[src/rtl/seq_sorter_pkg.sv]
// Shared FSM encoding and width helpers for the sequential odd-even transposition sorter.
package seq_sorter_pkg;

    typedef enum logic [1:0] {
        IDLE = 2'd0,
        SORT = 2'd1,
        DONE = 2'd2
    } state_t;

    function automatic int idx_width(input int n);
        return (n <= 2) ? 1 : $clog2(n);
    endfunction

    function automatic int cnt_width(input int n);
        return $clog2(n + 1);
    endfunction

endpackage

[src/rtl/sort_cas.sv]
// Combinational compare-and-swap of one adjacent pair; zero latency, no flow control.
// o_lo lands at the lower position; equal keys never swap so ordering stays stable.
module sort_cas
    import seq_sorter_pkg::*;
#(
    parameter int WIDTH = 8
`ifdef SEQ_SORTER_IDX_EN
    ,
    parameter int IDXW  = 2
`endif
) (
    input  logic             i_descend,
    input  logic [WIDTH-1:0] i_a,
    input  logic [WIDTH-1:0] i_b,
`ifdef SEQ_SORTER_IDX_EN
    input  logic [IDXW-1:0]  i_ia,
    input  logic [IDXW-1:0]  i_ib,
    output logic [IDXW-1:0]  o_ilo,
    output logic [IDXW-1:0]  o_ihi,
`endif
    output logic [WIDTH-1:0] o_lo,
    output logic [WIDTH-1:0] o_hi
);

    logic w_swap;

    assign w_swap = i_descend ? (i_a < i_b) : (i_a > i_b);
    assign o_lo   = w_swap ? i_b : i_a;
    assign o_hi   = w_swap ? i_a : i_b;

`ifdef SEQ_SORTER_IDX_EN
    assign o_ilo  = w_swap ? i_ib : i_ia;
    assign o_ihi  = w_swap ? i_ia : i_ib;
`endif

endmodule

[src/rtl/seq_sorter.sv]
// Sorts one N-element vector in N cycles (one odd-even phase per cycle); holds result until out_ready.
// Accepts only when idle, no overlap. Define SEQ_SORTER_IDX_EN to add out_idx source-position tracking.
module seq_sorter
    import seq_sorter_pkg::*;
#(
    parameter int WIDTH   = 8,
    parameter int N       = 4,
    parameter int DESCEND = 0
) (
    input  logic                    clk,
    input  logic                    rst,
    input  logic                    in_valid,
    output logic                    in_ready,
    input  logic [N*WIDTH-1:0]      in_data,
    output logic                    out_valid,
    input  logic                    out_ready,
    output logic [N*WIDTH-1:0]      out_data,
`ifdef SEQ_SORTER_IDX_EN
    output logic [N*idx_width(N)-1:0] out_idx,
`endif
    output logic                    busy
);

    localparam int   CW     = cnt_width(N);
    localparam logic L_DESC = (DESCEND != 0);
`ifdef SEQ_SORTER_IDX_EN
    localparam int   IDXW   = idx_width(N);
`endif

    state_t           r_state;
    logic [CW-1:0]    r_phase;
    logic [WIDTH-1:0] r_elem [N];
    logic [WIDTH-1:0] w_nxt  [N];
    logic [WIDTH-1:0] w_lo   [N-1];
    logic [WIDTH-1:0] w_hi   [N-1];
    logic [N-2:0]     w_act;
    logic             w_last;

`ifdef SEQ_SORTER_IDX_EN
    logic [IDXW-1:0]  r_idx  [N];
    logic [IDXW-1:0]  w_inxt [N];
    logic [IDXW-1:0]  w_ilo  [N-1];
    logic [IDXW-1:0]  w_ihi  [N-1];
`endif

    assign in_ready  = (r_state == IDLE);
    assign out_valid = (r_state == DONE);
    assign busy      = (r_state == SORT);
    assign w_last    = (r_phase == CW'(N - 1));

    // Pair (j,j+1) is active when j has the same parity as the current phase.
    for (genvar j = 0; j < N - 1; j++) begin : g_cas
        assign w_act[j] = (r_phase[0] == ((j % 2) == 1));

        sort_cas #(
            .WIDTH (WIDTH)
`ifdef SEQ_SORTER_IDX_EN
            ,
            .IDXW  (IDXW)
`endif
        ) u_cas (
            .i_descend (L_DESC),
            .i_a       (r_elem[j]),
            .i_b       (r_elem[j+1]),
`ifdef SEQ_SORTER_IDX_EN
            .i_ia      (r_idx[j]),
            .i_ib      (r_idx[j+1]),
            .o_ilo     (w_ilo[j]),
            .o_ihi     (w_ihi[j]),
`endif
            .o_lo      (w_lo[j]),
            .o_hi      (w_hi[j])
        );
    end

    for (genvar i = 0; i < N; i++) begin : g_nxt
        if (i == 0) begin : g_first
            assign w_nxt[i] = w_act[0] ? w_lo[0] : r_elem[0];
`ifdef SEQ_SORTER_IDX_EN
            assign w_inxt[i] = w_act[0] ? w_ilo[0] : r_idx[0];
`endif
        end else if (i == N - 1) begin : g_tail
            assign w_nxt[i] = w_act[i-1] ? w_hi[i-1] : r_elem[i];
`ifdef SEQ_SORTER_IDX_EN
            assign w_inxt[i] = w_act[i-1] ? w_ihi[i-1] : r_idx[i];
`endif
        end else begin : g_mid
            assign w_nxt[i] = w_act[i-1] ? w_hi[i-1] :
                              (w_act[i] ? w_lo[i] : r_elem[i]);
`ifdef SEQ_SORTER_IDX_EN
            assign w_inxt[i] = w_act[i-1] ? w_ihi[i-1] :
                               (w_act[i] ? w_ilo[i] : r_idx[i]);
`endif
        end

        assign out_data[i*WIDTH +: WIDTH] = r_elem[i];
`ifdef SEQ_SORTER_IDX_EN
        assign out_idx[i*IDXW +: IDXW] = r_idx[i];
`endif
    end

    always_ff @(posedge clk or posedge rst) begin
        if (rst) begin
            r_state <= IDLE;
            r_phase <= '0;
            for (int i = 0; i < N; i++) begin
                r_elem[i] <= '0;
`ifdef SEQ_SORTER_IDX_EN
                r_idx[i]  <= '0;
`endif
            end
        end else begin
            case (r_state)
                IDLE: begin
                    if (in_valid) begin
                        r_state <= SORT;
                        r_phase <= '0;
                        for (int i = 0; i < N; i++) begin
                            r_elem[i] <= in_data[i*WIDTH +: WIDTH];
`ifdef SEQ_SORTER_IDX_EN
                            r_idx[i]  <= IDXW'(i);
`endif
                        end
                    end
                end
                SORT: begin
                    r_phase <= r_phase + 1'b1;
                    for (int i = 0; i < N; i++) begin
                        r_elem[i] <= w_nxt[i];
`ifdef SEQ_SORTER_IDX_EN
                        r_idx[i]  <= w_inxt[i];
`endif
                    end
                    if (w_last) begin
                        r_state <= DONE;
                    end
                end
                DONE: begin
                    if (out_ready) begin
                        r_state <= IDLE;
                    end
                end
                default: r_state <= IDLE;
            endcase
        end
    end

endmodule

[config.mk]
export PLATFORM = sky130hd
export DESIGN_NAME = seq_sorter
export DESIGN_NICKNAME = d
export VERILOG_FILES = /design/src/rtl/seq_sorter_pkg.sv /design/src/rtl/sort_cas.sv /design/src/rtl/seq_sorter.sv
export SDC_FILE = /design/constraint.sdc
export NUM_CORES = 1
export LEC_CHECK = 0
export CORE_AREA = 2 2 84 86
export CTS_BUF_LIST = sky130_fd_sc_hd__clkbuf_16
export DETAILED_ROUTE_END_ITERATION = 16
export DIE_AREA = 0 0 86 88
export DONT_BUFFER_PORTS = 1
export PLACE_DENSITY_LB_ADDON = 0.3
export SYNTH_ARGS = -nofsm -noshare
export SYNTH_HDL_FRONTEND = slang
export SYNTH_SLANG_ARGS = --single-unit
[constraint.sdc]
create_clock -name clk -period 2.43 [get_ports clk]
set_clock_uncertainty 0.05 [all_clocks]
set_input_delay 0.3645 -clock clk [delete_from_list [all_inputs] [get_ports clk]]
set_output_delay 0.3645 -clock clk [all_outputs]
set_load 0.02 [all_outputs]
==> results of run 1 <==
per-layer routing:
| metal | GRT usage [%] | vias to the layer above | wire [um] |
|---|---|---|---|
| li1 | - | 984 | - |
| met1 | 22.3 | 967 | 2940 |
| met2 | 31.3 | 56 | 3320 |
| met3 | 3.02 | 9 | 258 |
| met4 | 5.05 | 0 | 100 |
| met5 | 0 | - | 0 |
Yosys cell counts, types with 2 or more instances:
library cell / count / area share [%]
dfrtp_1: 37 / 36
mux2i_1: 32 / 13
inv_1: 28 / 4.1
a21oi_1: 27 / 5.3
ha_1: 26 / 13
nor2_1: 19 / 2.8
a2bb2oi_1: 16 / 5.5
o22ai_1: 16 / 3.9
nand4_1: 6 / 1.5
buf_2: 5 / 0.98
nand2_1: 4 / 0.59
a21oi_4: 3 / 1.9
nand2b_1: 3 / 0.73
nor2b_1: 3 / 0.73
o21ai_1: 3 / 0.59
a22o_1: 2 / 0.69
clkbuf_1: 2 / 0.29
cell type report:
class	count	area [um2]	share of cell area [%]
Multi-Input combinational cell	177	1480	49.8
Sequential cell	37	926	31.2
Clock buffer	5	125	4.21
Clock inverter	3	13.8	0.463
Tap cell	80	100	3.37
Inverter	29	109	3.66
Timing Repair Buffer	29	218	7.33
worst reg2reg max path, stage by stage, from the launching register on:
cell and delay, ns:
dfrtp_1 0.49, ha_1 0.38, nand4_1 0.20, a21oi_1 0.28, o22ai_2 0.17, a21oi_4 0.39, mux2i_1 0.23
through the flow:
stage | worst slack (ns) | TNS (ns) | util (%) | instances | hold slack [ns]
detailed placement | 0.134 | 0 | 42.5 | 352 | 0.362
floorplan | 0.295 | 0 | - | 252 | 0.400
CTS | 0.120 | 0 | 44.6 | 360 | 0.0737
finish | 0.152 | 0 | 44.7 | 360 | 0.0493
global placement | 0.191 | 0 | 42.5 | 352 | 0.360
global route | -0.000338 | -0.000338 | 44.7 | 360 | 0.0944
sequential cells by signal, summed over array words and instances (netlist names):
name / flops
r_state: 2
r_phase: 3
out_data: 32
cell families after synthesis:
group	after synthesis	share of synthesized area [%]
AO/OA/AOI/OAI	82	25.3
buffers and inverters	38	6.12
AND/OR/NAND/NOR	37	7.15
flip-flops	37	36.2
multiplexers	32	12.5
adder cells (fa/ha/maj)	26	12.7
final timing paths:
kind                                      to  slack [ns]  depth (start not counted)
worst max register to register  out_data[10]        0.15                          6
worst max-delay path            out_data[10]        0.15                          6
min in group clk                  r_state[1]        0.23                          2
worst min-delay path              r_state[0]        0.05                          2
max in group asynchronous       out_data[18]        1.93                          2
worst min register to register    r_phase[2]        0.44                          2
==> impl_metrics.csv, run 1 <==
group,metric,value,unit
routing,drc,0,
routing,ant_nets,0,
critical_path,cp_data_required_time,2.58,ns
sta,finalCriticalPeriod,2.28,ns
sta,max_freq,439,MHz
cells_and_area,fillers,640,
synth,synth-seq-cells,37,
sta,setup_viol,0,
critical_path,cp_num_buf_inv,0,
placed_design,placed_area,2830,um2
cells_and_area,fin_area,2970,um2
routing,routed_via_density,5.60,
sta,worstMarginPinSlew,0.500,ns
global_routing,grt-ovfl-total,0,
synth,ys_seq_area_share,36.2,%
floorplan,dieArea,7570,um2
sta,hold_viol_final,0,
placed_design,port_buffers,0,
clock_network,cts_tree,"done",
routing,num_vias,2016,
sta,finalCritPeriodShare,93.7,%
synth,netlist_area,2560,um2
critical_path,critPathTopFamily,"compound AO/OA/AOI/OAI gates",
clock_network,cts_sinks,37,
critical_path,cp-end-kind,"flip-flop",
clock_network,clock_latency,0.28,ns
critical_path,critPathKind,"reg -> reg",
sta,drv_slew,0,
clock_network,root_buffer,"clkbuf_16",
routing,drt_wl_total,6.62,mm
global_routing,grt_pass1_wl,10.6,mm
critical_path,cp_max_fo,8,
cells_and_area,antenna_cells,0,
global_routing,gr-usage-all-layers,17.7,%
hold_path,min_path_type,"in -> async",
floorplan,core-area,6640,um2
status,status,"completed",
global_routing,grt_pass1_vias,2091,
critical_path,start_kind,"flip-flop",
critical_path,crit_chain,"ha_1, nand4_1, a21oi_1, o22ai_2, a21oi_4, mux2i_1",
placed_design,hpwl,5.09,mm
global_routing,antenna_found_initial,0,
critical_path,slowest_stage,"dfrtp_1",
synth,synthDistinctLibCells,37,
global_routing,grt_max_degree,38,
floorplan,die-width,86,um
critical_path,startpoint,"out_data[7]",
routing,drt-pass1-iter-count,4,
synth,synth_fp_nets,314,
routing,drt_iter0_markers,67,
clock_network,clkTransAtPathRegs,0.06,ns
synth,ys_warn_count,0,
synth,synth.avg_cell_area,10.1,um2
critical_path,max_stage_delay,0.49,ns
floorplan,die_h,88,um
cells_and_area,final_common_cell,"dfrtp_1",
critical_path,cp_data_arrival_time,2.43,ns
cells_and_area,finish.net_count,341,
clock_network,cts_buffers,5,
cells_and_area,drive_above_1_share,18.6,%
synth,synth-edff-count,0,
critical_path,reg2reg_from,"out_data[7]",
floorplan,start_util,38.5,%
clock_network,cts.path.max_buffers,2,
run,max-cap-violations,0,
clock_network,cts_hold_buf,0,
synth,syn_inst,252,
clock_network,cts_max_level,2,
synth,synth_async_sr_flop_share,100,%
floorplan,fp-row-count,30,
clock_network,post-cts-setup-buffers,0,
cells_and_area,mostFrequentLayoutCells,"dfrtp_1 (37), mux2i_1 (32), inv_1 (29), buf_4 (29), a21oi_1 (27)",
synth,synth_flop_cell,"dfrtp_1",
sta,slew_headroom,66.6,%
routing,wl_per_cell,18.4,um
placed_design,place_congestion,0.787,
clock_network,ctsResizeCount,0,
floorplan,ios,71,
cells_and_area,area_growth,16.3,%
Power of run 1 is not shown: default switching activity piles up to over one toggle a cycle in this logic, so the estimate is an artifact.
==> inputs of run 2 (changes only) <==
ABC_AREA = 1   (was unset)
CORE_AREA = 2 2 85 87   (was 2 2 84 86)
DIE_AREA = 0 0 87 89   (was 0 0 86 88)
==> run 2 against run 1 <==
  * Flip-flop and latch count stayed put
  * Cell area is 4.2% lower
  * Global-route usage is 2.6 points higher
  * Highest routed layer unchanged
  * First-iteration DRC count is 140% higher
  * Fmax is 7.4% higher
==> impl_metrics.csv, run 2 <==
group,metric,value,unit
routing,wl_per_cell,16.1,um
routing,routed_via_density,5.31,
floorplan,fp-row-count,30,
sta,setup_viol,0,
clock_network,cts_hold_buf,0,
cells_and_area,finish.net_count,440,
clock_network,cts.path.max_buffers,2,
floorplan,die_h,89,um
global_routing,grt_pass1_wl,12.0,mm
synth,synth-seq-cells,37,
cells_and_area,mostFrequentLayoutCells,"nand2_1 (172), inv_1 (38), dfrtp_1 (37), nand3_1 (32), ha_1 (26)",
synth,synth_fp_nets,436,
cells_and_area,area_growth,9.00,%
clock_network,cts_buffers,5,
placed_design,place_congestion,0.894,
status,status,"completed",
critical_path,critPathTopFamily,"simple AND/OR/NAND/NOR gates",
synth,synth_flop_cell,"dfrtp_1",
routing,num_vias,2432,
synth,ys_seq_area_share,35.4,%
global_routing,gr-usage-all-layers,20.3,%
synth,synth_most_common_cell,"nand2_1",
clock_network,ctsResizeCount,0,
sta,finalCriticalPeriod,2.12,ns
floorplan,start_util,38.9,%
critical_path,worstRegToRegCells,11,
routing,ant_nets,0,
placed_design,hpwl,5.69,mm
clock_network,clkTransAtPathRegs,0.05,ns
synth,synth.avg_cell_area,6.99,um2
clock_network,cts_max_level,2,
cells_and_area,antenna_cells,0,
synth,syn_inst,374,
routing,drc,0,
synth,synth_async_sr_flop_share,100,%
clock_network,cts_tree,"done",
critical_path,max_stage_delay,0.48,ns
critical_path,cp-end-kind,"flip-flop",
critical_path,crit_top_cell,"nand2_1",
clock_network,cts_sinks,37,
sta,rsz0062_at_grt,"no",
critical_path,cp_data_arrival_time,2.24,ns
placed_design,port_buffers,0,
sta,fin_tns_setup,0,ns
sta,max_freq,472,MHz
synth,synth_top_area_share,35.4,%
critical_path,cp_data_required_time,2.55,ns
critical_path,cp_max_fo,9,
cells_and_area,largest_reg_flops,32,
global_routing,antenna_found_initial,0,
critical_path,critPathKind,"reg -> reg",
sta,drv_slew,0,
synth,synth-edff-count,0,
synth,synth_area_leader_cell,"dfrtp_1",
cells_and_area,drive_above_1_share,6.35,%
critical_path,crit_chain,"inv_1, ha_1, nand2_1, nor2_1, nand2_1, nand2_1, nand2_1, nand2_1, nand2_1, nand2_1, nand2_1",
sta,hold_viol_final,0,
floorplan,core-area,6720,um2
synth,ys_warn_count,0,
clock_network,root_buffer,"clkbuf_16",
global_routing,grt_pass1_vias,2418,
clock_network,clock_latency,0.28,ns
routing,drt_wl_total,7.39,mm
floorplan,dieArea,7740,um2
synth,synth.area.top_cells,"dfrtp_1 (35%), nand2_1 (25%), ha_1 (12%)",
sta,slew_headroom,62.3,%
synth,synthTopCellsByCount,"nand2_1 (172), dfrtp_1 (37), inv_1 (37)",
cells_and_area,final_common_cell,"nand2_1",
run,max-cap-violations,0,
synth,netlist_area,2610,um2
floorplan,die-width,87,um
sta,finalCritPeriodShare,87.2,%
routing,drt_iter0_markers,163,
sta,holdWs,0.0360,ns
critical_path,start_kind,"flip-flop",
routing,drt-pass1-iter-count,4,
global_routing,grt-ovfl-total,0,
synth,synthDistinctLibCells,24,
sta,worstMarginPinSlew,0.565,ns
hold_path,min_path_type,"in -> async",
global_routing,grt_max_degree,38,
floorplan,ios,71,
critical_path,slowest_stage,"dfrtp_1",
clock_network,post-cts-setup-buffers,0,
critical_path,cp_num_buf_inv,1,
critical_path,cp.depth,11,
run 2: cell types whose count changed after synthesis, sizes merged, moves of 5 or more:
| cell | change |
|---|---|
| a21oi | -24 |
| a2bb2oi | -16 |
| nor2 | -6 |
| o221ai | +5 |
| o211ai | +6 |
| o22ai | -17 |
| nand2 | +176 |
| nand3 | +32 |
| mux2i | -32 |
| inv | +12 |
run 2: worst paths after layout:
check / from / slack (ns) / endpoint
max in group asynchronous: rst / 1.96 / out_data[27]
setup / recovery: out_data[31] / 0.31 / out_data[25]
hold / removal: rst / 0.04 / r_phase[1]
hold reg to reg: r_phase[1] / 0.45 / r_phase[1]
setup reg to reg: out_data[31] / 0.31 / out_data[25]
min in group clk: out_ready / 0.13 / r_state[1]
run 2: routing by layer:
layer  GRT usage, %  routed length (um)  vias to the layer above
met2           33.0                3490                       87
met4           7.95                 158                        0
li1               -                   -                     1212
met5              0                   0                        -
met3           5.08                 580                       14
met1           26.2                3160                     1119
run 2: area by class of cell:
cell class                 count  area [um2]
tap                           80         100
inverter                      42         158
clock inverter                 2        7.51
timing repair buffer           6        45.0
sequential                    37         926
fill                         708        3870
multi-input combinational    286        1490
clock buffer                   5         125
run 2: cells by family (layout without fill, tap and decap cells):
group / Yosys count / in the layout / share of synthesized area [%]
AOI/OAI and AO/OA: 32 / 32 / 8.53
adders and majority gates: 26 / 26 / 12.5
buffers and inverters: 51 / 55 / 7.66
DFF: 37 / 37 / 35.4
and+or+nand+nor: 228 / 228 / 35.9
run 2: through the flow:
| stage | utilization (%) | instance area, um2 | setup WS, ns | instances |
|---|---|---|---|---|
| CTS | 42.4 | 2850 | 0.269 | 458 |
| global route | 42.4 | 2850 | 0.0125 | 458 |
| detailed placement | 40.4 | 2720 | 0.289 | 451 |
| floorplan | - | 2610 | 0.625 | 374 |
| finish | 42.4 | 2850 | 0.310 | 458 |
| global placement | 40.4 | 2720 | 0.277 | 451 |
run 2: worst reg2reg max path, delay by kind of cell, from the launching register on:
| kind | cells | cell delay [ns] |
|---|---|---|
| and+or+nand+nor | 9 | 1.10 |
| DFF | 1 | 0.48 |
| adders and majority gates | 1 | 0.30 |
| buffers and inverters | 1 | 0.09 |
Power of run 2 is left out for the same reason.
==> inputs of run 3 (changes only) <==
--- a/config.mk
+++ b/config.mk
@@ -9,4 +9,5 @@
 export CORE_AREA = 2 2 85 87
 export CTS_BUF_LIST = sky130_fd_sc_hd__clkbuf_16
+export CTS_CLUSTER_DIAMETER = 50
 export DETAILED_ROUTE_END_ITERATION = 16
 export DIE_AREA = 0 0 87 89
@@ -16,2 +17,3 @@
 export SYNTH_HDL_FRONTEND = slang
 export SYNTH_SLANG_ARGS = --single-unit
+export TNS_END_PERCENT = 1
--- a/constraint.sdc
+++ b/constraint.sdc
@@ -3,3 +3,3 @@
 set_input_delay 0.3645 -clock clk [delete_from_list [all_inputs] [get_ports clk]]
 set_output_delay 0.3645 -clock clk [all_outputs]
-set_load 0.02 [all_outputs]
+set_load 0.05 [all_outputs]
==> run 3 against run 2 <==
  * Critical endpoint is now out_data[6]
  * Utilization grew 3.7 points
  * Cell area grew 8.7%
  * Sequential share of layout area shrank 2.6 points
  * Worst setup slack gained 0.15 ns
  * Die area is the same
  * Highest routed layer unchanged
  * Fmax grew 7.5%
==> impl_metrics.csv, run 3 (synthesized netlist as in run 2, its figures left out) <==
group,metric,value,unit
status,status,"completed",
placed_design,place_congestion,0.862,
clock_network,ctsResizeCount,0,
routing,drt_iter0_markers,166,
cells_and_area,fillers,694,
routing,routed_via_density,5.19,
clock_network,cts_buffers,5,
clock_network,cts_hold_buf,0,
sta,fin_tns_setup,0,ns
placed_design,hpwl,5.81,mm
clock_network,cts_sinks,37,
global_routing,antenna_found_initial,0,
sta,drv_slew,0,
placed_design,place_ws,0.440,ns
floorplan,ios,71,
clock_network,root_buffer,"clkbuf_16",
run,max-cap-violations,0,
cells_and_area,ff_latch_area,926,um2
critical_path,reg2reg_from,"out_data[15]",
clock_network,post-cts-setup-buffers,0,
cells_and_area,largest_reg_flops,32,
critical_path,start_kind,"flip-flop",
sta,finalCriticalPeriod,1.97,ns
sta,max_freq,507,MHz
routing,drt-pass1-iter-count,4,
critical_path,cp_data_arrival_time,2.08,ns
cells_and_area,final_common_cell,"nand2_1",
sta,slew_headroom,65.0,%
critical_path,cp_max_fo,9,
floorplan,fp-row-count,30,
clock_network,cts_tree,"done",
clock_network,cts.path.max_buffers,2,
critical_path,cp_data_required_time,2.54,ns
critical_path,startpoint,"out_data[15]",
cells_and_area,area_growth,18.5,%
sta,hold_viol_final,0,
routing,ant_nets,0,
global_routing,grt_pass1_vias,2452,
cells_and_area,finish.net_count,473,
cells_and_area,drive_above_1_share,13.9,%
global_routing,grt-ovfl-total,0,
floorplan,dieArea,7740,um2
sta,worstMarginPinSlew,0.519,ns
global_routing,grt_max_degree,38,
hold_path,min_path_type,"in -> async",
critical_path,cp-end-kind,"flip-flop",
floorplan,start_util,38.9,%
routing,wl_per_cell,15.2,um
floorplan,die-width,87,um
routing,num_vias,2547,
sta,finalCritPeriodShare,81.2,%
routing,drt_wl_total,7.48,mm
cells_and_area,mostFrequentLayoutCells,"nand2_1 (172), buf_4 (39), inv_1 (38), dfrtp_1 (37), nand3_1 (32)",
sta,rsz0062_at_grt,"no",
clock_network,clock_latency,0.27,ns
cells_and_area,multiInputGateArea,1490,um2
sta,fin_ws,0.458,ns
critical_path,r2r_slack,0.46,ns
cells_and_area,antenna_cells,0,
clock_network,clkTransAtPathRegs,0.05,ns
critical_path,critPathKind,"reg -> reg",
routing,drc,0,
floorplan,die_h,89,um
global_routing,grt_pass1_wl,12.3,mm
sta,setup_viol,0,
global_routing,gr-usage-all-layers,20.3,%
placed_design,port_buffers,0,
floorplan,core-area,6720,um2
clock_network,cts_max_level,2,
run 3: worst max-delay path: stages (launching register included):
cell	delay, ns
dfrtp_1	0.44
inv_1	0.07
ha_1	0.29
nand2_1	0.07
nor2_1	0.17
nand2_1	0.07
nand2_1	0.06
nand2_1	0.09
nand2_2	0.17
nand2_1	0.21
nand2_1	0.11
nand2_1	0.06
run 3: final timing paths:
kind | endpoint | cells past startpoint
max | out_data[6] | 11
min | out_data[1] | 2
max reg2reg | out_data[6] | 11
min reg2reg | r_phase[1] | 1
max in group asynchronous | out_data[27] | 2
min in group clk | r_state[1] | 1
run 3: per-stage QoR:
step | cell area [um2] | hold slack, ns | cells | utilization [%]
detailed placement | 2960 | 0.357 | 484 | 44.1
floorplan | 2610 | 0.410 | 374 | -
finish | 3100 | 0.0446 | 491 | 46.1
CTS | 3100 | 0.0661 | 491 | 46.1
global placement | 2960 | 0.355 | 484 | 44.1
global route | 3100 | 0.114 | 491 | 46.1
run 3: area by class of cell:
type / instances / area share [%]
Clock buffer: 5 / 4.04
Clock inverter: 2 / 0.243
Inverter: 42 / 5.09
Multi-Input combinational cell: 286 / 48.0
Sequential cell: 37 / 29.9
Tap cell: 80 / 3.23
Timing Repair Buffer: 39 / 9.46
run 3: routing by layer:
metal | vias up | track usage [%] | routed length [um]
met1 | 1166 | 27.9 | 3370
met4 | 0 | 3.98 | 59
met3 | 5 | 3.51 | 559
met2 | 96 | 33.9 | 3490
li1 | 1280 | - | -
met5 | - | 0 | 0
Power of run 3 is left out for the same reason.
